==> config.mk <==
export PLATFORM = sky130hd
export DESIGN_NAME = cellrv32_bus_switch
export DESIGN_NICKNAME = d
export VERILOG_FILES = /design/src/rtl/cellrv32_bus_switch.sv
export SDC_FILE = /design/constraint.sdc
export NUM_CORES = 1
export LEC_CHECK = 0
export ABC_AREA = 1
export ABC_CLOCK_PERIOD_IN_PS = 2800
export BUFFER_PORTS_ARGS = -buffer_cell sky130_fd_sc_hd__buf_2
export CORE_AREA = 2 2 121 123
export CTS_BUF_LIST = sky130_fd_sc_hd__clkbuf_16
export CTS_CLUSTER_SIZE = 16
export DETAILED_ROUTE_END_ITERATION = 12
export DIE_AREA = 0 0 123 125
export GPL_TIMING_DRIVEN = 0
export PLACE_DENSITY = 0.48
export SYNTH_ARGS = -nofsm -noshare
export SYNTH_HDL_FRONTEND = slang
export SYNTH_SLANG_ARGS = --single-unit
==> constraint.sdc <==
create_clock -name clk_i -period 2.8 [get_ports clk_i]
set_input_delay 0.56 -clock clk_i [delete_from_list [all_inputs] [get_ports clk_i]]
set_output_delay 0.56 -clock clk_i [all_outputs]
set_load 0.02 [all_outputs]
==> src/rtl/cellrv32_bus_switch.sv <==
`default_nettype none
// ============================================================================
// Module      : cellrv32_bus_switch
// Description : Two-master (A = data, fixed priority; B = fetch) to one-slave
//               bus switch with request latching and response timeout.
// Revision    : 1.0 - initial release
// ============================================================================
module cellrv32_bus_switch #(
   parameter int TIMEOUT_CYCLES = 16
) (
   input  logic        clk_i,
   input  logic        rst_i,
   // master A (CPU data port)
   input  logic        a_rden_i,
   input  logic        a_wren_i,
   input  logic [3:0]  a_ben_i,
   input  logic [31:0] a_addr_i,
   input  logic [31:0] a_data_i,
   output logic [31:0] a_data_o,
   output logic        a_ack_o,
   output logic        a_err_o,
   // master B (CPU instruction fetch)
   input  logic        b_rden_i,
   input  logic        b_wren_i,
   input  logic [3:0]  b_ben_i,
   input  logic [31:0] b_addr_i,
   input  logic [31:0] b_data_i,
   output logic [31:0] b_data_o,
   output logic        b_ack_o,
   output logic        b_err_o,
   // slave bus
   output logic        rden_o,
   output logic        wren_o,
   output logic [3:0]  ben_o,
   output logic [31:0] addr_o,
   output logic [31:0] data_o,
   output logic        src_o,
   input  logic [31:0] data_i,
   input  logic        ack_i,
   input  logic        err_i
);

   typedef enum logic [1:0] {
      S_IDLE   = 2'b00,
      S_BUSY_A = 2'b01,
      S_BUSY_B = 2'b10
   } state_t;

   localparam logic [7:0] c_CNT_LOAD = 8'(TIMEOUT_CYCLES - 1);

   state_t      r_state;
   state_t      w_state_nxt;
   logic [7:0]  r_cnt;
   logic [7:0]  w_cnt_nxt;

   logic        r_pend_a_rd;
   logic        r_pend_a_wr;
   logic        r_pend_b_rd;
   logic        r_pend_b_wr;

   logic        w_a_rd_req;
   logic        w_a_wr_req;
   logic        w_b_rd_req;
   logic        w_b_wr_req;
   logic        w_iss_a_rd;
   logic        w_iss_a_wr;
   logic        w_iss_b_rd;
   logic        w_iss_b_wr;
   logic        w_src;
   logic        w_timeout;

   assign w_a_rd_req = a_rden_i | r_pend_a_rd;
   assign w_a_wr_req = a_wren_i | r_pend_a_wr;
   assign w_b_rd_req = b_rden_i | r_pend_b_rd;
   assign w_b_wr_req = b_wren_i | r_pend_b_wr;
   assign w_timeout  = (r_cnt == 8'd0);

   always_comb begin
      w_state_nxt = r_state;
      w_cnt_nxt   = r_cnt;
      w_iss_a_rd  = 1'b0;
      w_iss_a_wr  = 1'b0;
      w_iss_b_rd  = 1'b0;
      w_iss_b_wr  = 1'b0;
      w_src       = 1'b0;
      a_ack_o     = 1'b0;
      a_err_o     = 1'b0;
      a_data_o    = 32'd0;
      b_ack_o     = 1'b0;
      b_err_o     = 1'b0;
      b_data_o    = 32'd0;

      case (r_state)
         S_IDLE: begin
            // Reset also masks the combinational request path, so nothing
            // reaches the slave while rst_i is held.
            if (!rst_i) begin
               if (w_a_rd_req || w_a_wr_req) begin
                  w_iss_a_rd  = w_a_rd_req;
                  w_iss_a_wr  = ~w_a_rd_req;
                  w_state_nxt = S_BUSY_A;
                  w_cnt_nxt   = c_CNT_LOAD;
               end else if (w_b_rd_req || w_b_wr_req) begin
                  w_iss_b_rd  = w_b_rd_req;
                  w_iss_b_wr  = ~w_b_rd_req;
                  w_src       = 1'b1;
                  w_state_nxt = S_BUSY_B;
                  w_cnt_nxt   = c_CNT_LOAD;
               end
            end
         end

         S_BUSY_A: begin
            a_ack_o  = ack_i;
            a_data_o = ack_i ? data_i : 32'd0;
            a_err_o  = err_i | (~ack_i & w_timeout);
            if (ack_i || err_i || w_timeout) begin
               w_state_nxt = S_IDLE;
            end else begin
               w_cnt_nxt = r_cnt - 8'd1;
            end
         end

         S_BUSY_B: begin
            w_src    = 1'b1;
            b_ack_o  = ack_i;
            b_data_o = ack_i ? data_i : 32'd0;
            b_err_o  = err_i | (~ack_i & w_timeout);
            if (ack_i || err_i || w_timeout) begin
               w_state_nxt = S_IDLE;
            end else begin
               w_cnt_nxt = r_cnt - 8'd1;
            end
         end

         default: begin
            w_state_nxt = S_IDLE;
         end
      endcase
   end

   assign rden_o = w_iss_a_rd | w_iss_b_rd;
   assign wren_o = w_iss_a_wr | w_iss_b_wr;
   assign src_o  = w_src;
   assign addr_o = w_src ? b_addr_i : a_addr_i;
   assign data_o = w_src ? b_data_i : a_data_i;
   assign ben_o  = w_src ? b_ben_i  : a_ben_i;

   always_ff @(posedge clk_i or posedge rst_i) begin
      if (rst_i) begin
         r_state     <= S_IDLE;
         r_cnt       <= 8'd0;
         r_pend_a_rd <= 1'b0;
         r_pend_a_wr <= 1'b0;
         r_pend_b_rd <= 1'b0;
         r_pend_b_wr <= 1'b0;
      end else begin
         r_state     <= w_state_nxt;
         r_cnt       <= w_cnt_nxt;
         r_pend_a_rd <= (r_pend_a_rd | a_rden_i) & ~w_iss_a_rd;
         r_pend_a_wr <= (r_pend_a_wr | a_wren_i) & ~w_iss_a_wr;
         r_pend_b_rd <= (r_pend_b_rd | b_rden_i) & ~w_iss_b_rd;
         r_pend_b_wr <= (r_pend_b_wr | b_wren_i) & ~w_iss_b_wr;
      end
   end

endmodule
`default_nettype wire

==> impl_metrics.csv, run 1 <==
group,metric,value,unit
placed_design,dpl_cell_area,4110,sq um
placed_design,placed_cells,968,
sta,maxSlewViolCount,0,
placed_design,place_congestion,0.811,
critical_path,critPathMaxFanout,10,
pwr,intPower,0.942,mW
synthesis,yosysSeqAreaShare,15.2,%
grt,grt_pass1_wl,17900,um
finish,fin_cells,975,
synthesis,synthTopCellsByCount,"186 x nand2_1, 89 x nor2_1, 79 x nand3_1",
floorplanning,fp-row-count,44,
synthesis,synth_flop_cell,"dfrtp_1",
synthesis,synth_area_leader_cell,"nand2_1",
finish,multi_input_area,1650,sq um
run,cap_violations,0,
route,viasPerCell,3.98,
route,routed_wl,12600,um
floorplanning,start_util,16.2,%
route,dr.first_iter.drc_count,149,
clocking,cts_root_buf,"clkbuf_16",
synthesis,syn_area_per_cell,4.90,sq um
sta,fin_crit,2.68,ns
critical_path,arrival,2.12,ns
synthesis,yosys_warnings,0,
pwr,seqPwrFrac,18.4,%
grt,grt_max_degree,15,
critical_path,r2r_setup_slack,1.04,ns
synthesis,syn_nets,651,
sta,tightestPinTransition,0.581,ns
critical_path,required,2.24,ns
route,wl_per_cell,12.9,um
sta,fmax,373,MHz
finish,syn2layout_area_growth,85.2,%
synthesis,synthMostInstantiatedCell,"nand2_1",
pwr,p_per_area,446,nW/um^2
clocking,insertion_delay,0.25,ns
placed_design,hpwl,10600,um
sta,clock_skew,0.00132,ns
status,status,"finished clean",
pwr,swShare,50.5,%
floorplanning,die_w,123,um
floorplanning,die_area,15400,sq um
route,vias,3882,
synthesis,netlist_top_cells_area,"nand2_1 30%, nand3_1 17%, dfrtp_1 15%",
finish,diodes,0,
critical_path,startpoint,"r_state[0]",
synthesis,synth_top_area_share,30.3,%
sta,finalHoldViolations,0,
finish,drive_gt1_share,44.0,%
floorplanning,core,14200,sq um
floorplanning,dieHeight,125,um
critical_path,crit_type,"flop to primary output",
synthesis,ys_async_sr_fraction,100,%
clocking,h-tree-depth,1,
clocking,clk_path_buf_depth,2,
sta,rsz0062_at_grt,"true",
grt,grt.overflow.total,0,
critical_path,r2r_end,"r_cnt[0]",
sta,tns,0,ns
sta,finalSetupViolations,0,
finish,seqCellArea,350,sq um
pwr,p_clk_share,14.6,%
grt,antenna_found_initial,0,
critical_path,cp-end-kind,"primary output",
floorplanning,ios,315,
pwr,p_comb_share,67.0,%
grt,first_global_vias,3406,
synthesis,ys_ff_latch,14,
finish,num-nets-final,973,
sta,slew_headroom,61.3,%
clocking,cts_num_sinks,14,
critical_path,start_kind,"flop",
critical_path,r2r_start,"r_state[0]",
synthesis,syn_area,2300,sq um
sta,timing.final.crit_share,95.9,%
route,drtAntennaViolNets,0,
pwr,irDropWorstVdd,275,uV
clocking,clk_pin_slew,0.05,ns
route,drc,0,
min_path,min_path_type,"input port to asynchronous set/reset pin",
synthesis,synth.distinct_cells,24,
clocking,cts_tree,"done",
clocking,cts_made_buffers,3,
critical_path,reg2reg_depth,8,
finish,fill_cells,1662,
finish,final_cell_area,4270,sq um
pwr,p_sw,0.962,mW
synthesis,synthCells,470,
placed_design,port-buffer-count,314,
pwr,power.leakage,2.86,nW
route,first_pass_iters,4,
grt,track_usage,14.7,%
synthesis,synth_edf_count,0,
## routing by layer
layer / part of all wire (%) / vias up / GRT usage (%)
met1: 44 / 1633 / 19.2
li1: - / 2087 / -
met2: 48 / 155 / 25.7
met3: 7.6 / 7 / 2.14
met4: 0.76 / 0 / 2.87
met5: 0 / - / 0
## worst max-delay path: stages, from the launching register on
cell and delay [ns]:
dfrtp_1 0.40, inv_2 0.09, ha_4 0.16, inv_2 0.06, nor2_2 0.09, nand2_1 0.09
inv_2 0.11, nand3_4 0.12, nand2_4 0.15, clkbuf_4 0.22, nand2_1 0.06, nand2_1 0.11
buf_2 0.19
## cells by family (layout without fill, tap and decap cells)
| group | after synthesis | after routing | synth area share, % |
|---|---|---|---|
| adder cells (fa/ha/maj) | 5 | 5 | 2.71 |
| AND/OR/NAND/NOR | 360 | 360 | 64.0 |
| buffers and inverters | 77 | 398 | 14.2 |
| flip-flops | 14 | 14 | 15.2 |
| AO/OA/AOI/OAI | 14 | 14 | 3.91 |
## stage by stage
| step | power [mW] | util [%] | worst slack, ns | hold WS (ns) |
|---|---|---|---|---|
| 5_1_grt | 2.09 | 30.1 | -0.0203 | 0.484 |
| 4_1_cts | 1.90 | 29.6 | 0.0161 | 0.446 |
| 3_3_place_gp | 1.61 | 28.9 | 0.0169 | 0.455 |
| 6_report | 1.90 | 30.1 | 0.116 | 0.414 |
| 3_5_place_dp | 1.61 | 28.9 | 0.0525 | 0.461 |
| 2_1_floorplan | 1.16 | - | 0.588 | 0.442 |
## how the worst max path moves through the flow
stage,to,slack (ns),cells after the start
after floorplan,ben_o[0],0.59,11
after global placement,data_o[26],0.02,8
after detailed placement,data_o[28],0.05,8
after CTS,data_o[24],0.02,13
after global routing,data_o[6],-0.02,12
final,data_o[8],0.12,12
## power by group through the flow
stage,clock network [mW],registers [mW],logic [mW]
after floorplan,0,0.333,0.826
after global placement,0,0.353,1.26
after detailed placement,0,0.353,1.26
after CTS,0.285,0.350,1.27
after global routing,0.293,0.365,1.43
final,0.278,0.350,1.28
## final cells by class
| class | count | area share, % |
|---|---|---|
| flip-flops and latches | 14 | 8.21 |
| repair buffers | 317 | 37.7 |
| clock inverters | 1 | 0.0879 |
| plain buffers | 27 | 3.93 |
| well taps | 184 | 5.39 |
| multi-input cells | 379 | 38.5 |
| inverters | 50 | 4.40 |
| clock buffers | 3 | 1.76 |
## cell usage in the layout (no fill, tap or decap)
| cell | count |
|---|---|
| o21ai_2 | 1 |
| clkbuf_16 | 3 |
| clkbuf_1 | 7 |
| buf_2 | 309 |
| a31oi_1 | 1 |
| a21o_1 | 1 |
| a21oi_1 | 5 |
| clkbuf_2 | 4 |
| o21bai_2 | 1 |
| clkbuf_4 | 7 |
| buf_8 | 1 |
| nor2_2 | 2 |
| nor2_1 | 89 |
| inv_2 | 5 |
| buf_6 | 4 |
| nand2_4 | 1 |
| nand3_4 | 1 |
| nor3_1 | 1 |
| nand2_1 | 186 |
| clkinv_1 | 1 |
| o32ai_1 | 1 |
| inv_1 | 45 |
| or2_2 | 1 |
| dfrtp_1 | 14 |
| buf_1 | 5 |
| o21bai_1 | 1 |
| nand3_1 | 79 |
| o21ai_0 | 3 |
| ha_1 | 4 |
| buf_4 | 7 |
| ha_4 | 1 |
## state kept, by name (all words and copies together), names as in the netlist
name         count
r_cnt            8
r_state          2
r_pend_a_rd      1
r_pend_a_wr      1
r_pend_b_rd      1
r_pend_b_wr      1
## what timing repair did
item | in CTS | in global routing
hold endpoints to repair | 0 | 0
hold buffers | 0 | 0
endpoints found under the setup margin | 32 | 60
pin swaps | 0 | 1
setup buffers | 0 | 3
gates resized for setup | 6 | 21
(Power assumes the default switching activity.)
==> inputs of run 2 (changes only) <==
- MAX_ROUTING_LAYER: unset -> met4
==> run 2 against run 1 <==
Effect of this change:
- clock-buffer cell count stayed put
- critical path depth unchanged
- core utilization unchanged
- design area did not move
- final cell count unchanged
- sequential power barely moved
- die area did not move
- wire length increased by 0.16%
- maximum frequency barely moved
- critical endpoint unchanged
- largest cell class unchanged
==> impl_metrics.csv, run 2 (synthesis results as in run 1) <==
group,metric,value,unit
floorplanning,ios,315,
finish,final_common_cell,"buf_2",
finish,final_cell_area,4270,sq um
floorplanning,die_area,15400,sq um
critical_path,start_kind,"flop",
grt,grt_max_degree,15,
sta,finalSetupViolations,0,
sta,tns,0,ns
sta,timing.final.crit_share,95.9,%
sta,clock_skew,0.00129,ns
sta,fin_crit,2.69,ns
status,status,"finished clean",
finish,fin_util,30.1,%
finish,final_cell_mix,"309 x buf_2, 186 x nand2_1, 89 x nor2_1",
critical_path,cp-end-kind,"primary output",
pwr,power.leakage,2.86,nW
finish,multi_input_area,1650,sq um
min_path,min_path_type,"input port to asynchronous set/reset pin",
pwr,p_per_area,446,nW/um^2
placed_design,hpwl,10600,um
critical_path,critPathMaxFanout,10,
floorplanning,dieHeight,125,um
clocking,insertion_delay,0.25,ns
placed_design,place_congestion,0.823,
finish,num-nets-final,973,
finish,drive_gt1_share,44.0,%
finish,syn2layout_area_growth,85.2,%
clocking,h-tree-depth,1,
placed_design,port-buffer-count,314,
clocking,clk_pin_slew,0.05,ns
floorplanning,core,14200,sq um
grt,track_usage,15.2,%
placed_design,pre_cts_slack,0.0525,ns
clocking,cts_root_buf,"clkbuf_16",
finish,diodes,0,
route,vias,3888,
finish,fill_cells,1662,
floorplanning,fp-row-count,44,
finish,largest_reg_flops,8,
route,routed_wl,12600,um
clocking,cts-hold-fix-buffers,0,
critical_path,arrival,2.13,ns
clocking,clk_path_buf_depth,2,
critical_path,required,2.24,ns
finish,seqCellArea,350,sq um
route,dr.first_iter.drc_count,159,
finish,regMostFlops,"r_cnt",
sta,maxSlewViolCount,0,
run,cap_violations,0,
finish,top_regs,"r_cnt (8), r_state (2)",
sta,layout_setup_ws,0.115,ns
grt,first_global_vias,3405,
route,viasPerCell,3.99,
grt,antenna_found_initial,0,
placed_design,dpl_cell_area,4110,sq um
sta,slew_headroom,61.3,%
pwr,irDropWorstVdd,275,uV
route,drc,0,
clocking,cts_tree,"done",
grt,grt.overflow.total,0,
clocking,cts_made_buffers,3,
route,first_pass_iters,4,
sta,finalHoldViolations,0,
floorplanning,die_w,123,um
grt,grt_pass1_wl,17900,um
route,drtAntennaViolNets,0,
sta,tightestPinTransition,0.581,ns
sta,rsz0062_at_grt,"true",
clocking,cts_num_sinks,14,
route,wl_per_cell,13.0,um
sta,fmax,372,MHz
floorplanning,start_util,16.2,%
critical_path,crit_type,"flop to primary output",
==> run 2: cell counts in the layout (fill, tap and decap cells not counted) <==
No cell type changed its count.
==> run 2: final cells by class <==
| type | instances | share of cell area [%] |
|---|---|---|
| Clock buffer | 3 | 1.76 |
| Inverter | 50 | 4.40 |
| Clock inverter | 1 | 0.0879 |
| Timing Repair Buffer | 317 | 37.7 |
| Sequential cell | 14 | 8.21 |
| Multi-Input combinational cell | 379 | 38.5 |
| Tap cell | 184 | 5.39 |
| Buffer | 27 | 3.93 |
==> run 2: critical path: stages (launching register included) <==
cell and delay (ns):
dfrtp_1 0.40, inv_2 0.09, ha_4 0.16, inv_2 0.06
nor2_2 0.09, nand2_1 0.09, inv_2 0.11, nand3_4 0.12
nand2_4 0.15, clkbuf_4 0.22, nand2_1 0.06, nand2_1 0.11
buf_2 0.19
==> run 2: repair_timing <==
item	in CTS	in global routing
gates resized for setup	6	21
hold endpoints to repair	0	0
pin swaps	0	1
setup buffers	0	3
setup endpoints to repair	32	60
==> run 2: through the flow <==
step | hold WS (ns) | power, mW | std cells
floorplan | 0.442 | 1.16 | 470
global placement | 0.455 | 1.61 | 968
detailed placement | 0.461 | 1.61 | 968
CTS | 0.446 | 1.90 | 972
global route | 0.484 | 2.09 | 975
finish | 0.414 | 1.91 | 975
==> run 2: worst paths after layout <==
kind                            startpoint          end  slack [ns]  depth (start not counted)
min in group clk_i                r_cnt[1]     r_cnt[1]        0.47                          2
max in group asynchronous            rst_i  r_pend_b_rd        2.01                          2
worst max-delay path            r_state[0]    data_o[8]        0.11                         12
worst max register to register  r_state[0]     r_cnt[0]        1.04                          8
worst min register to register    r_cnt[1]     r_cnt[1]        0.47                          2
worst min-delay path                 rst_i  r_pend_a_wr        0.41                          2
==> run 2: where the power goes <==
group | switching [mW] | total (mW) | internal (mW)
logic | 0.803 | 1.28 | 0.474
clock network | 0.0890 | 0.278 | 0.189
registers | 0.0707 | 0.350 | 0.279
total | 0.963 | 1.91 | 0.942
==> run 2: metal layers <==
layer | GRT usage, % | vias to the layer above | routed length, um
li1 | - | 2086 | -
met1 | 19.3 | 1635 | 5570
met2 | 25.7 | 159 | 6050
met3 | 2.05 | 8 | 932
met4 | 2.87 | 0 | 78
met5 | - | - | 0
